==> config.mk <==
export PLATFORM = sky130hd
export DESIGN_NAME = pipe_stage_hs
export DESIGN_NICKNAME = d
export VERILOG_FILES = /design/src/rtl/pipe_stage_hs.sv
export SDC_FILE = /design/constraint.sdc
export NUM_CORES = 1
export LEC_CHECK = 0
export CORE_ASPECT_RATIO = 0.9
export CORE_MARGIN = 3
export CORE_UTILIZATION = 60
export DETAILED_ROUTE_END_ITERATION = 12
export DONT_BUFFER_PORTS = 1
export PLACE_DENSITY = 0.76
export SYNTH_ARGS = -nofsm -noshare
export SYNTH_HDL_FRONTEND = slang
export SYNTH_SLANG_ARGS = --single-unit
==> constraint.sdc <==
create_clock -name Clk -period 5 [get_ports Clk]
set_clock_uncertainty 0.15 [all_clocks]
set_input_delay 1 -clock Clk [delete_from_list [all_inputs] [get_ports Clk]]
set_output_delay 1 -clock Clk [all_outputs]
set_load 0.01 [all_outputs]
==> src/rtl/pipe_stage_hs.sv <==
// Handshaked pipeline-stage register with flush and saturating stall counter.
// Define PIPE_STAGE_SKID_EN to add a one-entry skid buffer and register ReadyD.
module pipe_stage_hs #(
  parameter int unsigned WIDTH = 32,
  parameter int unsigned CNT_W = 16
) (
  input  logic             Clk,
  input  logic             Rst,
  input  logic             ValidD,
  input  logic [WIDTH-1:0] DataD,
  output logic             ReadyD,
  output logic             ValidE,
  output logic [WIDTH-1:0] DataE,
  input  logic             ReadyE,
  input  logic             Flush,
  output logic [CNT_W-1:0] StallCount
);

  logic             valid_e_q, valid_e_d;
  logic [WIDTH-1:0] data_e_q,  data_e_d;
  logic [CNT_W-1:0] stall_cnt_q, stall_cnt_d;
  logic             ready_d;
  logic             accept;

  assign accept = ValidD & ready_d;

`ifdef PIPE_STAGE_SKID_EN
  logic             skid_valid_q, skid_valid_d;
  logic [WIDTH-1:0] skid_data_q,  skid_data_d;
  logic             xfer;

  assign xfer    = valid_e_q & ReadyE;
  assign ready_d = ~skid_valid_q;

  // {valid_e, skid_valid}: 00 EMPTY, 10 ONE, 11 FULL; 01 is unreachable and recovers as EMPTY.
  always_comb begin
    valid_e_d    = valid_e_q;
    data_e_d     = data_e_q;
    skid_valid_d = skid_valid_q;
    skid_data_d  = skid_data_q;
    if (Flush) begin
      valid_e_d    = 1'b0;
      data_e_d     = '0;
      skid_valid_d = 1'b0;
      skid_data_d  = '0;
    end else begin
      unique case ({valid_e_q, skid_valid_q})
        2'b10: begin
          if (xfer && accept) begin
            data_e_d = DataD;
          end else if (xfer) begin
            valid_e_d = 1'b0;
            data_e_d  = '0;
          end else if (accept) begin
            skid_valid_d = 1'b1;
            skid_data_d  = DataD;
          end
        end
        2'b11: begin
          if (xfer) begin
            data_e_d     = skid_data_q;
            skid_valid_d = 1'b0;
            skid_data_d  = '0;
          end
        end
        default: begin
          valid_e_d    = accept;
          data_e_d     = accept ? DataD : '0;
          skid_valid_d = 1'b0;
          skid_data_d  = '0;
        end
      endcase
    end
  end

  always_ff @(posedge Clk or posedge Rst) begin
    if (Rst) begin
      skid_valid_q <= 1'b0;
      skid_data_q  <= '0;
    end else begin
      skid_valid_q <= skid_valid_d;
      skid_data_q  <= skid_data_d;
    end
  end
`else
  assign ready_d = ~valid_e_q | ReadyE;

  always_comb begin
    valid_e_d = valid_e_q;
    data_e_d  = data_e_q;
    if (Flush) begin
      valid_e_d = 1'b0;
      data_e_d  = '0;
    end else if (ready_d) begin
      valid_e_d = ValidD;
      data_e_d  = accept ? DataD : '0;
    end
  end
`endif

  always_comb begin
    stall_cnt_d = stall_cnt_q;
    if (valid_e_q && !ReadyE && !Flush && (stall_cnt_q != '1))
      stall_cnt_d = stall_cnt_q + 1'b1;
  end

  always_ff @(posedge Clk or posedge Rst) begin
    if (Rst) begin
      valid_e_q   <= 1'b0;
      data_e_q    <= '0;
      stall_cnt_q <= '0;
    end else begin
      valid_e_q   <= valid_e_d;
      data_e_q    <= data_e_d;
      stall_cnt_q <= stall_cnt_d;
    end
  end

  assign ReadyD     = ready_d;
  assign ValidE     = valid_e_q;
  assign DataE      = data_e_q;
  assign StallCount = stall_cnt_q;

endmodule

==> results by stage <==
Critical path:
- The end of the worst register-to-register path is StallCount[3]$_DFFE_PP0P_.
- STA classifies the critical path startpoint as an input port.
- The critical path goes through nor2b_1 -> inv_1 -> nor2_2 -> a41oi_1 -> a21oi_1.
- On the critical path, the stage with the largest delay is an instance of sky130_fd_sc_hd__nor2_2.
- The kind of cell with the highest combined delay along the critical path is simple AND/OR/NAND/NOR gates.
- The worst setup path is captured at a flop.
- On the worst path, the slowest cell contributes a delay of 930 ps.
- The critical path is of the input port to flop type.
- The critical path buffer and inverter count is 1.
- The endpoint required time on the critical path is 5150 ps.
- In this run the worst path has a maximum fanout of 35.
- The data arrival time at the worst-slack endpoint is 2650 ps.
- The critical register-to-register path startpoint is ValidE$_DFFE_PP0P_.
- In this run the register-to-register setup slack is 2640 ps.
- For the worst flop-to-flop path, the logic depth is 5.
- The number of logic stages on the critical path including buffering is 5.

Timing:
- The transition time of the tightest slew-check pin is 1220 ps.
- The max-slew violation total from the final report is 0.
- The total negative slack is 0 ps.
- Setup repair after global routing left no endpoint under its margin.
- The portion of the clock cycle consumed by the worst path in the final layout is 0.502.
- The number of endpoints failing setup at the final stage is 0.
- The minimum period implied by the final worst setup slack is 2510 ps.
- Derived from the worst setup path, the maximum achievable clock frequency is 398 MHz.
- The hold violation total from the final report came to 0.
- In this run the tightest slew margin relative to its limit is 0.184.

Logic synthesis:
- The count of state elements after synthesis is 49.
- The register area share after synthesis is 0.621.
- The count of distinct cell types in the synthesized netlist is 32.
- The net count after synthesis is 193.
- Summing every instance area after synthesis gives 1970 um2.
- The average instance area after synthesis is 12.7 um2.
- After technology mapping, the gate count stands at 155.
- The count of synthesis-stage warnings from yosys is 0.

Cells and area:
- The number of cells in the finished layout apart from fillers is 200.
- Of the cells placed in the final design, the portion with a size suffix greater than 1 is 0.127.
- After the last flow step, the layout net total stands at 195.
- The number of antenna diodes in the final layout is 0.
- The filler cell count is 233.
- Summing all multi-input logic gate instances after layout gives 719 um2.
- Relative to the synthesized area, the layout overhead comes to 5.26%.
- The area occupied by registers is 1230 um2.
- At the end of the flow the core is filled with cells to 0.672.

Floorplan:
- The effective utilization at floorplan is 0.638.
- The area of the core region is 3090 um2.
- The die area is 4010 um2.
- In this run the horizontal extent of the chip is 66.5 um.
- The die span in y is 60.4 um.
- The count of boundary I/O pins is 87.
- The row count is 19.

Worst hold path:
- The count of cells along the worst hold path is 1.
- The worst hold path terminates at DataE[22]$_DFFE_PP0P_.
- The startpoint identified for the worst hold timing path is DataE[22]$_DFFE_PP0P_.
- The class of the worst hold path is flop to flop.

Route:
- The final route contains 1293 vias.
- After detailed routing, the average wire length per cell comes to 18.8 um.
- Summed over all layers, the routed wires come to 3.76 mm.
- In this run, the number of DRC markers left after iteration 0 of detailed routing was 130.
- The count of nets left with antenna violations once routing finished came out at 0.
- The length of the first detailed-routing pass in iterations is 4.
- Using the TritonRoute via totals, the vias-per-cell ratio works out to 6.47.
- After detailed routing, the number of remaining DRC violations is 0.

Job:
- The max-cap check violation count is 0.

CTS:
- The H-tree generated during clock tree synthesis spans 2 levels.
- For this design, the sink count on the clock tree is 49.
- After clock tree synthesis, the clock-pin slew on the worst setup and hold paths is 140 ps.
- The total clock buffers created by CTS is 5.
- Post-CTS timing repair inserted 0 buffers for setup.
- The clock passes through at most 2 buffers.
- The clock latency on the worst-skew pair is 360 ps.
- The cell at the root of the clock tree is sky130_fd_sc_hd__clkbuf_4.
- Once the clock tree was built, the resizer swapped 0 gates to a different size.
- TritonCTS built the clock tree.
- Hold repair after CTS inserted 0 buffers.

GRT:
- Entering global routing, the biggest net connects 50 pins.
- The first global-routing pass estimated 5.84 mm of wire.
- The via count of the first global-routing pass is 1226.
- Across every metal layer, demand over resource in global routing totals 0.198.
- Global routing finished with a remaining overflow of 0.
- The number of antenna violations at the first check in global routing is 0.

Power and ir drop:
- The leakage power is 0.000969 uW.
- Power spread over the standard cell area amounts to 337 nW/um2.
- IR analysis of the VDD net gives a maximum drop of 0.247 mV.

Placement:
- Routability-driven placement finished with a final weighted congestion of 0.800.
- Once placement completed, the tool counted placed cells totaling 192.
- Once detailed placement completed, the half-perimeter wirelength came to 2.72 mm.
- Buffers placed on the I/O ports in this run total 0.

Outcome:
- The flow ran to the end, and the final reports show no timing, DRC or antenna violations.
==> metrics by stage <==
| step | area, um2 | worst slack (ps) | total power (uW) | hold WS, ps |
|---|---|---|---|---|
| after floorplan | 1970 | 2600 | 512 | 394 |
| after detailed placement | 2020 | 2080 | 532 | 416 |
| after CTS | 2080 | 2480 | 707 | 448 |
| after global placement | 2020 | 2190 | 526 | 411 |
| final | 2080 | 2490 | 700 | 442 |
| after global routing | 2080 | 2240 | 743 | 472 |
==> area by class of cell <==
| cell class | instances | area share |
|---|---|---|
| flip-flops and latches | 49 | 0.590 |
| clock buffers | 5 | 0.0181 |
| repair buffers | 1 | 0.00361 |
| multi-input cells | 97 | 0.346 |
| inverters | 3 | 0.00542 |
| well taps | 42 | 0.0253 |
| clock inverters | 3 | 0.0108 |
==> worst reg2reg max path, cell delays in order (launching register included) <==
cell and delay (ps):
sky130_fd_sc_hd__dfrtp_1 440, sky130_fd_sc_hd__nor2b_1 260, sky130_fd_sc_hd__inv_1 140, sky130_fd_sc_hd__nor2_2 930, sky130_fd_sc_hd__a41oi_1 230, sky130_fd_sc_hd__a21oi_1 170
==> sequential cells by signal, summed over array words and instances (netlist names) <==
signal      flops
ValidE          1
DataE          32
StallCount     16
==> placed cells by master, fill, tap and decap left out, types with 3 or more instances in the layout <==
cell | Yosys | routed
sky130_fd_sc_hd__and3_1 | 4 | 4
sky130_fd_sc_hd__clkbuf_4 | 0 | 5
sky130_fd_sc_hd__nand2_1 | 6 | 6
sky130_fd_sc_hd__nor2_1 | 8 | 7
sky130_fd_sc_hd__nand3_1 | 6 | 6
sky130_fd_sc_hd__mux2_2 | 3 | 3
sky130_fd_sc_hd__xnor2_1 | 3 | 3
sky130_fd_sc_hd__a21oi_1 | 7 | 7
sky130_fd_sc_hd__dfrtp_1 | 49 | 49
sky130_fd_sc_hd__a22o_1 | 32 | 32
sky130_fd_sc_hd__nand4_1 | 6 | 6
==> per-layer routing <==
| metal | up-vias | track usage | part of all wire |
|---|---|---|---|
| met4 | 0 | 0.0870 | 0.015 |
| met3 | 7 | 0.0796 | 0.11 |
| met1 | 624 | 0.262 | 0.39 |
| met5 | - | 0 | 0 |
| met2 | 72 | 0.290 | 0.48 |
| li1 | 590 | - | - |
==> cells by family after synthesis <==
family          Yosys count  synth area share
flops                    49             0.621
compound gates           47             0.190
simple gates             40             0.119
buf+inv                   9            0.0178
mux                       5            0.0285
xor+xnor                  4            0.0178
fa+ha+maj                 1           0.00634
==> power by group <==
part | internal [uW] | total, uW | switching [uW] | leakage (uW)
Clock | 55.9 | 177 | 121 | 0.0000352
Combinational | 23.9 | 52.6 | 28.7 | 0.000272
Sequential | 423 | 470 | 46.9 | 0.000662
Total | 503 | 700 | 197 | 0.000969
==> synth_stat cells <==
library cell	instances	area share
sky130_fd_sc_hd__a22o_1	32	0.14
sky130_fd_sc_hd__a31oi_1	2	0.0063
sky130_fd_sc_hd__nand3_1	6	0.015
sky130_fd_sc_hd__and4_1	1	0.0044
sky130_fd_sc_hd__clkbuf_1	5	0.0095
sky130_fd_sc_hd__buf_2	1	0.0025
sky130_fd_sc_hd__nor3b_1	1	0.0038
sky130_fd_sc_hd__or3b_4	1	0.0057
sky130_fd_sc_hd__or3_1	1	0.0032
sky130_fd_sc_hd__mux2_2	3	0.017
sky130_fd_sc_hd__xnor2_1	3	0.013
sky130_fd_sc_hd__o21a_1	1	0.0038
sky130_fd_sc_hd__nand2_1	6	0.011
sky130_fd_sc_hd__nor3_2	1	0.0051
sky130_fd_sc_hd__or2_2	1	0.0032
sky130_fd_sc_hd__a21boi_0	1	0.0038
sky130_fd_sc_hd__nand4_1	6	0.019
sky130_fd_sc_hd__nor2_4	1	0.0057
sky130_fd_sc_hd__a21oi_1	7	0.018
sky130_fd_sc_hd__o21ai_0	1	0.0025
sky130_fd_sc_hd__inv_1	3	0.0057
sky130_fd_sc_hd__nor2b_1	1	0.0032
sky130_fd_sc_hd__a41oi_1	2	0.0089
sky130_fd_sc_hd__mux2_1	2	0.011
sky130_fd_sc_hd__o311ai_0	1	0.0044
sky130_fd_sc_hd__dfrtp_1	49	0.62
sky130_fd_sc_hd__nor3_1	1	0.0025
sky130_fd_sc_hd__xor2_1	1	0.0044
sky130_fd_sc_hd__and3_1	4	0.013
sky130_fd_sc_hd__ha_1	1	0.0063
sky130_fd_sc_hd__nor2_1	8	0.015
sky130_fd_sc_hd__nor3_4	1	0.0082
==> how the worst max path moves through the flow <==
stage                                           end   start  slack (ps)
final                     StallCount[3]$_DFFE_PP0P_  ReadyE        2490
after global placement    StallCount[2]$_DFFE_PP0P_  ReadyE        2190
after global routing      StallCount[3]$_DFFE_PP0P_  ReadyE        2240
after detailed placement  StallCount[3]$_DFFE_PP0P_  ReadyE        2080
after CTS                 StallCount[3]$_DFFE_PP0P_  ReadyE        2480
after floorplan                              ReadyD  ReadyE        2600
(Power assumes the default switching activity.)
